<file path="src/rtl/uart_pkg.sv">
// Shared definitions for the UART transmit path: byte width and the
// launch FSM state type used by uart_tx_fifo.
package uart_pkg;

  localparam int UART_DATA_W = 8;

  typedef enum logic [1:0] {
    IDLE,
    LAUNCH,
    WAIT_BUSY,
    WAIT_DONE
  } uart_txf_state_t;

endpackage

</file>
<file path="src/rtl/uart_tx_fifo_if.sv">
// Producer / serializer signal bundle for uart_tx_fifo. The level signal
// exists only when UART_TX_FIFO_LEVEL_EN is defined.
interface uart_tx_fifo_if #(
  parameter int DEPTH = 16
);
  logic                              wr_en;
  logic [uart_pkg::UART_DATA_W-1:0]  wr_data;
  logic                              full;
  logic                              empty;
  logic                              overflow;
  logic                              start;
  logic [uart_pkg::UART_DATA_W-1:0]  data;
  logic                              idle_ready;
`ifdef UART_TX_FIFO_LEVEL_EN
  localparam int LVL_W = $clog2(DEPTH + 1);
  logic [LVL_W-1:0]                  level;

  modport master (
    output wr_en, wr_data, idle_ready,
    input  full, empty, overflow, start, data, level
  );

  modport slave (
    input  wr_en, wr_data, idle_ready,
    output full, empty, overflow, start, data, level
  );
`else
  modport master (
    output wr_en, wr_data, idle_ready,
    input  full, empty, overflow, start, data
  );

  modport slave (
    input  wr_en, wr_data, idle_ready,
    output full, empty, overflow, start, data
  );
`endif

endinterface

</file>
<file path="src/rtl/uart_tx_fifo_mem.sv">
// DEPTH x byte register array for uart_tx_fifo: one synchronous write port,
// one asynchronous read port. Contents are not reset; the pointers are.
module uart_fifo_mem
  import uart_pkg::*;
#(
  parameter int DEPTH = 16,
  localparam int AW   = $clog2(DEPTH)
) (
  input  logic                   clk,
  input  logic                   we,
  input  logic [AW-1:0]          waddr,
  input  logic [UART_DATA_W-1:0] wdata,
  input  logic [AW-1:0]          raddr,
  output logic [UART_DATA_W-1:0] rdata
);

  logic [UART_DATA_W-1:0] mem_q [DEPTH];

  always_ff @(posedge clk) begin
    if (we) mem_q[waddr] <= wdata;
  end

  assign rdata = mem_q[raddr];

endmodule

</file>
<file path="src/rtl/uart_tx_fifo.sv">
// Transmit byte FIFO that drains into uart_tx one byte at a time via start/data/idle_ready.
// Define UART_TX_FIFO_LEVEL_EN to expose the occupancy count on bus.level.
//
// state     | meaning
// IDLE      | waiting for a queued byte and an idle serializer
// LAUNCH    | start pulse; data register was just loaded by the pop
// WAIT_BUSY | waiting for idle_ready to fall, bounded by BUSY_WAIT cycles
// WAIT_DONE | serializer busy; waiting for idle_ready to rise
module uart_tx_fifo
  import uart_pkg::*;
#(
  parameter int DEPTH     = 16,
  parameter int BUSY_WAIT = 8
) (
  input logic           clk,
  input logic           rst,
  uart_tx_fifo_if.slave bus
);

  localparam int AW = $clog2(DEPTH);
  localparam int CW = $clog2(DEPTH + 1);
  localparam int WW = $clog2(BUSY_WAIT + 1);

  uart_txf_state_t        state, state_nxt;
  logic [AW-1:0]          wr_ptr, rd_ptr;
  logic [CW-1:0]          count;
  logic [WW-1:0]          wait_cnt, wait_cnt_nxt;
  logic [UART_DATA_W-1:0] data_q, rd_byte;
  logic                   overflow_q;
  logic                   full, empty, pop, push, start;

  assign full  = (count == CW'(DEPTH));
  assign empty = (count == '0);
  // A pop frees the head entry on the same edge, so a full FIFO can still accept.
  assign push  = bus.wr_en && (!full || pop);

  uart_fifo_mem #(.DEPTH(DEPTH)) u_mem (
    .clk   (clk),
    .we    (push),
    .waddr (wr_ptr),
    .wdata (bus.wr_data),
    .raddr (rd_ptr),
    .rdata (rd_byte)
  );

  always_comb begin
    state_nxt    = state;
    wait_cnt_nxt = wait_cnt;
    pop          = 1'b0;
    start        = 1'b0;
    case (state)
      IDLE: begin
        if (!empty && bus.idle_ready) begin
          pop       = 1'b1;
          state_nxt = LAUNCH;
        end
      end
      LAUNCH: begin
        start        = 1'b1;
        wait_cnt_nxt = '0;
        state_nxt    = WAIT_BUSY;
      end
      WAIT_BUSY: begin
        if (!bus.idle_ready) begin
          state_nxt = WAIT_DONE;
        end else if (wait_cnt == WW'(BUSY_WAIT - 1)) begin
          // Serializer never acknowledged; the byte is considered sent.
          state_nxt = IDLE;
        end else begin
          wait_cnt_nxt = wait_cnt + WW'(1);
        end
      end
      WAIT_DONE: begin
        if (bus.idle_ready) state_nxt = IDLE;
      end
      default: state_nxt = IDLE;
    endcase
  end

  always_ff @(posedge clk or negedge rst) begin
    if (!rst) begin
      state      <= IDLE;
      wait_cnt   <= '0;
      wr_ptr     <= '0;
      rd_ptr     <= '0;
      count      <= '0;
      data_q     <= '0;
      overflow_q <= 1'b0;
    end else begin
      state    <= state_nxt;
      wait_cnt <= wait_cnt_nxt;
      // DEPTH is a power of two, so the pointers wrap by plain overflow.
      if (push) wr_ptr <= wr_ptr + AW'(1);
      if (pop) begin
        rd_ptr <= rd_ptr + AW'(1);
        data_q <= rd_byte;
      end
      if (push && !pop)      count <= count + CW'(1);
      else if (pop && !push) count <= count - CW'(1);
      if (bus.wr_en && !push) overflow_q <= 1'b1;
    end
  end

  assign bus.full     = full;
  assign bus.empty    = empty;
  assign bus.overflow = overflow_q;
  assign bus.start    = start;
  assign bus.data     = data_q;
`ifdef UART_TX_FIFO_LEVEL_EN
  assign bus.level    = count;
`endif

endmodule

</file>
<file path="src/flat_wrapper.sv">
// flat-port wrapper written by rule: the top's interface ports become plain ports
module uart_tx_fifo_flat import uart_pkg::*;
#(
  parameter int DEPTH     = 16,
  parameter int BUSY_WAIT = 8
)
  (clk, rst, bus_wr_en, bus_wr_data, bus_idle_ready, bus_full, bus_empty, bus_overflow, bus_start, bus_data);
  uart_tx_fifo_if #(.DEPTH(DEPTH)) bus_i ();
  input logic clk;
  input logic rst;
  input wire logic [$bits(bus_i.wr_en)-1:0] bus_wr_en;
  input wire logic [$bits(bus_i.wr_data)-1:0] bus_wr_data;
  input wire logic [$bits(bus_i.idle_ready)-1:0] bus_idle_ready;
  output wire logic [$bits(bus_i.full)-1:0] bus_full;
  output wire logic [$bits(bus_i.empty)-1:0] bus_empty;
  output wire logic [$bits(bus_i.overflow)-1:0] bus_overflow;
  output wire logic [$bits(bus_i.start)-1:0] bus_start;
  output wire logic [$bits(bus_i.data)-1:0] bus_data;
  assign bus_i.wr_en = bus_wr_en;
  assign bus_i.wr_data = bus_wr_data;
  assign bus_i.idle_ready = bus_idle_ready;
  assign bus_full = bus_i.full;
  assign bus_empty = bus_i.empty;
  assign bus_overflow = bus_i.overflow;
  assign bus_start = bus_i.start;
  assign bus_data = bus_i.data;
  uart_tx_fifo #(.DEPTH(DEPTH), .BUSY_WAIT(BUSY_WAIT)) u_core (.clk(clk), .rst(rst), .bus(bus_i));
endmodule
</file>
<file path="config.mk">
export PLATFORM = sky130hd
export DESIGN_NAME = uart_tx_fifo_flat
export DESIGN_NICKNAME = d
export VERILOG_FILES = /design/src/rtl/uart_pkg.sv /design/src/rtl/uart_tx_fifo_if.sv /design/src/rtl/uart_tx_fifo_mem.sv /design/src/rtl/uart_tx_fifo.sv /design/src/flat_wrapper.sv
export SDC_FILE = /design/constraint.sdc
export NUM_CORES = 1
export LEC_CHECK = 0
export ABC_AREA = 1
export ABC_CLOCK_PERIOD_IN_PS = 3200
export CAP_MARGIN = 40
export CORE_MARGIN = 2
export CORE_UTILIZATION = 49
export CTS_CLUSTER_SIZE = 25
export DETAILED_ROUTE_END_ITERATION = 10
export GPL_TIMING_DRIVEN = 1
export PLACE_DENSITY = 0.76
export SYNTH_ARGS = -nofsm -noshare
export SYNTH_HDL_FRONTEND = slang
export SYNTH_SLANG_ARGS = --single-unit
</file>
<file path="constraint.sdc">
create_clock -name clk -period 3.2 [get_ports clk]
set_clock_uncertainty 0.2 [all_clocks]
set_input_delay 0.64 -clock clk [delete_from_list [all_inputs] [get_ports clk]]
set_output_delay 0.64 -clock clk [all_outputs]
set_load 0.01 [all_outputs]
</file>
==> metrics.yaml, run 1 <==
syn_nets: 746
setup_violations: 0
hpwl_mm: 9.339
io_pins: 24
drive_above_1_share_pct: 9.412
synth_ff_type: "edfxtp_1"
ctsLongestPathBuffers: 2
clk_pin_slew_ps: 60
ys_ff_latch: 156
wirelength_mm: 14.90
core_area_um2: 14420
crit_path_end_kind: "register"
synth_most_common_cell: "nand2_1"
worstPathArrival_ps: 2860
dr.pass1.iters: 5
finalCritPeriodShare_pct: 84.26
final_nets: 775
place_congestion: 0.8157
power_leakage_nw: 3.615
ant_nets: 0
path_cells: "clkdlybuf4s50_1 > inv_1 > nor2_1 > nand2_2 > nand2_1 > nand2_2 > inv_1 > ha_1 > inv_1 > ha_1 > nand2_1 > nand2_1 > a21oi_1 > xor2_1 > nand2_1 > nand2_1"
path_max_fanout: 5
ir_drop_mv: 0.4065
diodes: 0
synth.top_cells.by_area: "edfxtp_1 54%, nand2_1 12%, dfrtp_1 9.8%"
max_slew_margin_pct: 47.22
grt_setup_unrepaired: "no"
numCtsBuffers: 17
grt_max_degree: 67
gr-total-overflow: 0
fillers: 1148
slew_viol_final: 0
first_iter_violations: 584
worstSetupStartpointType: "input pin"
finalHoldViolCount: 0
path_common_cell: "nand2_1"
ys_top_cells_by_count: "234 x nand2_1, 128 x edfxtp_1, 120 x inv_1, 102 x nand3_1, 28 x dfrtp_1"
pre_cts_ws_ps: 78.14
ctsResizeCount: 0
die_area_um2: 15640
fp.dieH_um: 125.0
synth_top_cell_area_share_pct: 53.54
power.density_nw_per_um2: 904.0
holdBufCountCts: 0
crit_required_ps: 3370
crit_buf_inv: 4
port_buffers: 23
die-width_um: 125.0
synth_cell_types: 30
cpPeakStageDelay_ps: 490
tightest_slew_ps: 789.3
synth_area_um2: 7179
rows: 44
routed_via_density: 5.063
cts_root_buf: "clkbuf_16"
status: "completed"
start_util_pct: 49.77
syn_inst: 723
area_delta_synth_final_pct: 15.11
worstSetupPathType: "input pin to register"
num_vias: 4805
max_freq_ghz: 0.3709
postSynthAreaPerCell_um2: 9.930
cts_sinks: 156
critPathSlowestCell: "clkdlybuf4s50_1"
worst_slack_ps: 503.6
timing.final.crit_period_ps: 2696
finalSetupTns_ps: 0
yosys.area.top_type: "edfxtp_1"
clk-insertion-delay-late_ps: 420
hold_class: "register to register"
antenna_found_initial: 0
wl_per_cell_um: 15.70
cts-htree-levels: 4
globalRouteTotalUtil_pct: 19.87
hold-worst-slack_ps: 269.7
post_cts_buffers: 0
path_delay_family: "buffers and inverters"
seq_area_frac_synth_pct: 63.30
cts_tree: "yes"
remaining_drc_errors: 0
maxCapViolations: 0
yosysWarnings: 0
grt_pass1_wl_mm: 23.81
synthArstFlopShare_pct: 17.95
synth_edf_count: 128
final_core_util_pct: 57.30
grt_pass1_vias: 4665
-- placed cells by master, fill, tap and decap left out, drive strengths merged, types with 6 or more instances in the layout --
cell / instances
buf: 17
bufinv: 6
clkbuf: 18
clkdlybuf4s50: 23
dfrtp: 28
edfxtp: 128
ha: 10
inv: 126
nand2: 237
nand3: 103
nor2: 30
o21ai: 10
xor2: 7
-- power by group --
group	internal, mW	switching, mW
sequential	2.53	0.198
combinational	0.843	1.66
clock	1.47	0.777
total	4.83	2.64
-- worst paths after layout --
| kind | start | end | slack (ps) | depth (start not counted) |
|---|---|---|---|---|
| max in group asynchronous | rst | u_core.wr_ptr[3] | 2130 | 3 |
| min in group asynchronous | rst | u_core.count[4] | 340 | 2 |
| max reg2reg | u_core.count[1] | u_core.count[4] | 730 | 15 |
| min reg2reg | u_core.bus.overflow | u_core.bus.overflow | 270 | 1 |
| max | bus_idle_ready | u_core.count[4] | 500 | 16 |
| min | u_core.bus.overflow | u_core.bus.overflow | 270 | 1 |
-- metal layers --
| metal | GRT usage (%) | vias to the layer above | part of all wire, % |
|---|---|---|---|
| li1 | - | 2365 | - |
| met1 | 25.01 | 2257 | 40 |
| met2 | 33.60 | 158 | 50 |
| met3 | 4.750 | 25 | 7.6 |
| met4 | 7.451 | 0 | 2.3 |
| met5 | 0 | - | 0 |
-- final cells by class --
class | count | area, µm² | share of cell area (%)
Clock buffer | 18 | 429.2 | 5.193
Inverter | 125 | 469.2 | 5.678
Tap cell | 184 | 230.2 | 2.786
Clock inverter | 14 | 240.2 | 2.907
Timing Repair Buffer | 40 | 377.9 | 4.572
Multi-Input combinational cell | 412 | 1972 | 23.86
Sequential cell | 156 | 4546 | 55.00
-- cell families (layout without fill, tap and decap cells) --
| kind of cell | Yosys count | count (layout) | share of synthesized area [%] |
|---|---|---|---|
| fa+ha+maj | 11 | 11 | 2.022 |
| simple gates | 373 | 373 | 22.88 |
| flops | 156 | 156 | 63.30 |
| compound gates | 19 | 19 | 1.464 |
| buf+inv | 155 | 197 | 9.237 |
| xor+xnor | 9 | 9 | 1.098 |
-- stage by stage --
step | area, µm² | total power [mW] | instances
5_1_grt | 8264 | 7.891 | 949
2_1_floorplan | 7179 | 4.515 | 723
4_1_cts | 8264 | 7.491 | 949
3_5_place_dp | 7595 | 5.239 | 917
3_3_place_gp | 7580 | 5.173 | 916
6_report | 8264 | 7.471 | 949
-- registers in the layout (all words and copies together) (netlist names) --
signal,cells
u_core.bus.data,8
u_core.wr_ptr,4
u_core.state,2
u_core.bus.overflow,1
u_core.count,5
u_core.u_mem.mem_q,128
u_core.wait_cnt,4
u_core.rd_ptr,4
Power figures use the tool's default switching activity.
==> run 2: changes to the inputs <==
--- a/config.mk
+++ b/config.mk
@@ -6,14 +6,14 @@
 export NUM_CORES = 1
 export LEC_CHECK = 0
 export ABC_AREA = 1
-export ABC_CLOCK_PERIOD_IN_PS = 3200
+export ABC_CLOCK_PERIOD_IN_PS = 2400
 export CAP_MARGIN = 40
 export CORE_MARGIN = 2
 export CORE_UTILIZATION = 49
 export CTS_CLUSTER_SIZE = 25
 export DETAILED_ROUTE_END_ITERATION = 10
 export GPL_TIMING_DRIVEN = 1
-export PLACE_DENSITY = 0.76
+export PLACE_DENSITY = 0.79
 export SYNTH_ARGS = -nofsm -noshare
 export SYNTH_HDL_FRONTEND = slang
 export SYNTH_SLANG_ARGS = --single-unit
==> constraint.sdc (replaced) <==
create_clock -name clk -period 2.4 [get_ports clk]
set_clock_uncertainty 0.2 [all_clocks]
set_input_delay 0.48 -clock clk [delete_from_list [all_inputs] [get_ports clk]]
set_output_delay 0.48 -clock clk [all_outputs]
set_load 0.01 [all_outputs]
==> run 2 against run 1 <==
  * First-iteration DRC count decreased by 25%
  * Global-route usage hardly changed
  * Setup slack lost 400 ps
  * Utilization up 1.1 points
  * Die area stayed put
  * Power increased by 35%
  * Design area grew 2.0%
  * Via count up 2.9%
  * Clock-buffer cell count rose by 6
==> metrics.yaml, run 2 (synthesis results as in run 1) <==
worst_slack_ps: 102.8
slew_viol_final: 0
fin_area_um2: 8427
placed_area_um2: 7725
io_pins: 24
final_core_util_pct: 58.42
worstSetupPathType: "input pin to register"
path_delay_family: "buffers and inverters"
crit_required_ps: 2550
drive_above_1_share_pct: 12.37
hpwl_mm: 9.382
numCtsBuffers: 17
cpPeakStageDelay_ps: 470
p_total_mw: 10.05
port_buffers: 23
cts-htree-levels: 4
top_register: "u_core.u_mem.mem_q"
finalCritPeriodShare_pct: 95.72
ir_drop_mv: 0.6810
layout_common_cells: "232 x nand2_1, 128 x edfxtp_1, 115 x inv_1"
grt_pass1_wl_mm: 24.01
remaining_drc_errors: 0
tightest_slew_ps: 687.6
finalHoldViolCount: 0
endpoint: "u_core.count[4]"
largest_reg_flops: 128
rows: 44
final_nets: 794
grt_max_degree: 50
startpoint: "bus_idle_ready"
cts_tree: "yes"
path_max_fanout: 3
routed_via_density: 5.106
wirelength_mm: 14.89
cp.depth: 16
crit_path_end_kind: "register"
worstRegToRegCells: 15
clk_pin_slew_ps: 60
cts_root_buf: "clkbuf_16"
fillers: 1104
layout_commonest_cell: "nand2_1"
path_cells: "clkdlybuf4s50_1 > inv_1 > nor2_2 > nand2_4 > nand2_2 > nand2_2 > inv_2 > ha_4 > inv_2 > ha_1 > nand2_2 > nand2_1 > a21oi_2 > xor2_1 > nand2_1 > nand2_1"
worstPathArrival_ps: 2450
wl_per_cell_um: 15.39
num_vias: 4943
max_freq_ghz: 0.4353
crit_buf_inv: 4
die_area_um2: 15640
pre_cts_ws_ps: -447.6
dr.pass1.iters: 5
ant_nets: 0
power.density_nw_per_um2: 1193
power_leakage_nw: 3.698
holdBufCountCts: 0
worstSetupStartpointType: "input pin"
max_slew_margin_pct: 54.02
hold_class: "input pin to asynchronous set/reset pin"
area_delta_synth_final_pct: 17.38
core_area_um2: 14420
globalRouteTotalUtil_pct: 19.85
timing.rr.end: "u_core.count[4]"
timing.rr.start: "u_core.count[2]"
die-width_um: 125.0
clk-insertion-delay-late_ps: 420
r2r_setup_slack_ps: 130
maxCapViolations: 0
cts_sinks: 156
place_congestion: 0.8300
diodes: 0
start_util_pct: 49.77
setup_violations: 0
timing.final.crit_period_ps: 2297
grt_pass1_vias: 4799
ctsLongestPathBuffers: 2
antenna_found_initial: 0
first_iter_violations: 438
status: "completed"
gr-total-overflow: 0
critPathSlowestCell: "clkdlybuf4s50_1"
fp.dieH_um: 125.0
run 2: what timing repair did:
item                       in CTS  in global routing
setup endpoints to repair       3                  2
pin swaps                       1                  4
gates resized for setup         4                 13
buffers inserted                0                  4
cloned                          0                  0
run 2: worst register-to-register path, delay by kind of cell (launching register included):
| kind | cells | cell delay [ps] |
|---|---|---|
| buffers and inverters | 2 | 110 |
| flip-flops | 1 | 410 |
| adder cells (fa/ha/maj) | 2 | 510 |
| AND/OR/NAND/NOR | 9 | 730 |
| XOR/XNOR | 1 | 140 |
| AO/OA/AOI/OAI | 1 | 60 |
run 2: per-stage QoR:
step,setup TNS [ps],std cells,hold slack [ps]
finish,0,968,251.2
global route,-43.64,968,283.4
CTS,0,964,252.8
detailed placement,-2493,932,261.5
global placement,-956.5,932,267.7
floorplan,0,723,-15.59
run 2: area by class of cell:
type | instances | area, µm² | area share [%]
Clock buffer | 24 | 461.7 | 5.479
Clock inverter | 8 | 167.7 | 1.990
Inverter | 125 | 469.2 | 5.568
Multi-Input combinational cell | 412 | 2017 | 23.93
Sequential cell | 156 | 4546 | 53.94
Tap cell | 184 | 230.2 | 2.732
Timing Repair Buffer | 59 | 535.5 | 6.355
run 2: report_power, final:
part / switching [mW] / leakage [nW] / internal, mW
combinational: 2.27 / 1.90 / 1.31
clock: 0.970 / 0.302 / 1.87
sequential: 0.265 / 1.50 / 3.37
run 2: worst min path at each step:
stage / startpoint / slack, ps / to
6_report: rst / 250 / u_core.bus.data[2]
5_1_grt: rst / 280 / u_core.bus.data[2]
4_1_cts: rst / 250 / u_core.bus.data[2]
3_5_place_dp: u_core.bus.overflow / 260 / u_core.bus.overflow
3_3_place_gp: u_core.bus.overflow / 270 / u_core.bus.overflow
2_1_floorplan: rst / -20 / u_core.bus.data[0]
run 2: layer usage:
metal | GRT usage [%] | wire length (µm) | vias up
li1 | - | - | 2402
met4 | 8.431 | 299 | 0
met1 | 24.35 | 5880 | 2323
met2 | 33.86 | 7694 | 192
met3 | 4.664 | 1019 | 26
met5 | 0 | 0 | -
==> run 3: changes to the inputs <==
--- a/config.mk
+++ b/config.mk
@@ -13,7 +13,7 @@
 export CTS_CLUSTER_SIZE = 25
 export DETAILED_ROUTE_END_ITERATION = 10
 export GPL_TIMING_DRIVEN = 1
-export PLACE_DENSITY = 0.79
+export PLACE_DENSITY = 0.75
 export SYNTH_ARGS = -nofsm -noshare
 export SYNTH_HDL_FRONTEND = slang
 export SYNTH_SLANG_ARGS = --single-unit
==> run 3 against run 2 <==
  * Utilization decreased by 0.36 points
  * Via count unchanged
  * Non-clock buffer count decreased by 3
  * Clock power decreased by 6%
  * Critical path depth decreased by 1
  * Flip-flop and latch count unchanged
  * Register-to-register slack got worse by 30 ps
  * Die area unchanged
  * Sequential share of layout area increased by 0.33 points
  * Combinational power about the same
==> metrics.yaml, run 3 (synthesis results as in run 1) <==
status: "completed"
worstSetupPathType: "register to register"
intPower_mw: 6.286
layout_common_cells: "233 x nand2_1, 128 x edfxtp_1, 116 x inv_1"
path_common_cell: "nand2_1"
holdBufCountCts: 0
io_pins: 24
path_cells: "nor2_4 > nand4_4 > nand2_2 > nand2_1 > nand2_2 > inv_2 > ha_4 > fa_2 > inv_1 > nand2_2 > nand2_1 > a21oi_2 > xor2_1 > nand2_1 > nand2_1"
power.density_nw_per_um2: 1184
first_iter_violations: 428
dr.pass1.iters: 5
max_slew_margin_pct: 54.17
placedCellCount: 930
grt_pass1_vias: 4869
crit_buf_inv: 2
area_delta_synth_final_pct: 16.66
switching_share_pct: 36.62
maxCapViolations: 0
grt_pass1_wl_mm: 24.32
path_delay_family: "simple AND/OR/NAND/NOR gates"
diodes: 0
numCtsBuffers: 17
p_total_mw: 9.918
port_buffers: 23
path_max_fanout: 3
layout_commonest_cell: "nand2_1"
timing.rr.start: "u_core.count[2]"
fin_area_um2: 8376
clk-insertion-delay-late_ps: 420
critPathSlowestCell: "dfrtp_1"
worstRegToRegCells: 15
max_freq_ghz: 0.4355
routed_via_density: 5.122
rows: 44
fp.dieH_um: 125.0
hold_class: "input pin to asynchronous set/reset pin"
timing.rr.end: "u_core.count[4]"
finalHoldViolCount: 0
p_comb_share_pct: 36.1
start_util_pct: 49.77
gr-total-overflow: 0
worstPathArrival_ps: 2410
r2r_setup_slack_ps: 100
grt_setup_unrepaired: "no"
hpwl_mm: 9.636
tightest_slew_ps: 685.2
core_area_um2: 14420
wirelength_mm: 15.10
wl_per_cell_um: 15.64
grt_max_degree: 67
clk_pin_slew_ps: 60
cts_sinks: 156
placed_area_um2: 7710
largest_reg_flops: 128
antenna_found_initial: 0
crit_required_ps: 2510
ir_drop_mv: 0.6688
crit_path_end_kind: "register"
power_leakage_nw: 3.654
place_congestion: 0.8038
clockPowerShare_pct: 27.0
finalCritPeriodShare_pct: 95.68
fin_cells: 965
cts_root_buf: "clkbuf_16"
cts_tree: "yes"
cts-htree-levels: 4
ant_nets: 0
top_register: "u_core.u_mem.mem_q"
timing.final.crit_period_ps: 2296
cpPeakStageDelay_ps: 420
setup_violations: 0
drive_above_1_share_pct: 12.42
worstSetupStartpointType: "register"
ctsLongestPathBuffers: 2
slew_viol_final: 0
seq_power_share_pct: 36.9
remaining_drc_errors: 0
num_vias: 4943
die-width_um: 125.0
globalRouteTotalUtil_pct: 20.17
final_nets: 791
p_switching_mw: 3.632
die_area_um2: 15640
-- run 3: area by class of cell --
type	instances	area [µm²]
timing repair buffer	56	513.0
fill	1154	6048
multi-input combinational	412	2018
sequential	156	4546
inverter	125	469.2
clock inverter	15	173.9
clock buffer	17	425.4
tap	184	230.2
-- run 3: through the flow --
step | TNS (ps) | worst slack, ps | utilization [%] | hold slack (ps)
global placement | -964.7 | -402.2 | 53.45 | 265.1
detailed placement | -2447 | -462.6 | 53.45 | 255.5
floorplan | 0 | 36.15 | - | -15.59
finish | 0 | 103.6 | 58.07 | 247.8
CTS | 0 | 9.790 | 57.74 | 253.9
global route | 0 | 3.985 | 58.07 | 283.5
-- run 3: layer usage --
| metal | global-route usage [%] | part of all wire [%] | vias up |
|---|---|---|---|
| met5 | 0 | 0 | - |
| met4 | 8.562 | 2.9 | 0 |
| met3 | 4.964 | 6.6 | 36 |
| met2 | 33.34 | 50 | 169 |
| met1 | 25.53 | 40 | 2340 |
| li1 | - | - | 2398 |
-- run 3: power by group through the flow --
stage / registers, mW / clock network [mW] / logic (mW)
2_1_floorplan: 3.62 / 0 / 2.40
3_3_place_gp: 3.70 / 0 / 3.30
3_5_place_dp: 3.71 / 0 / 3.40
4_1_cts: 3.65 / 2.70 / 3.49
5_1_grt: 3.70 / 2.82 / 4.00
6_report: 3.66 / 2.68 / 3.58
-- run 3: worst max path at each step --
| stage | startpoint | to | depth (start not counted) |
|---|---|---|---|
| 6_report | u_core.count[2] | u_core.count[4] | 15 |
| 3_3_place_gp | bus_idle_ready | u_core.count[4] | 16 |
| 4_1_cts | bus_idle_ready | u_core.count[4] | 16 |
| 3_5_place_dp | bus_idle_ready | u_core.count[4] | 16 |
| 2_1_floorplan | u_core.count[1] | u_core.count[4] | 15 |
| 5_1_grt | u_core.count[3] | u_core.count[4] | 15 |
-- run 3: what timing repair did --
item	in CTS	in global routing
buffers inserted	2	1
pin swaps	0	3
resized for setup	5	9
endpoints found under the setup margin	3	2
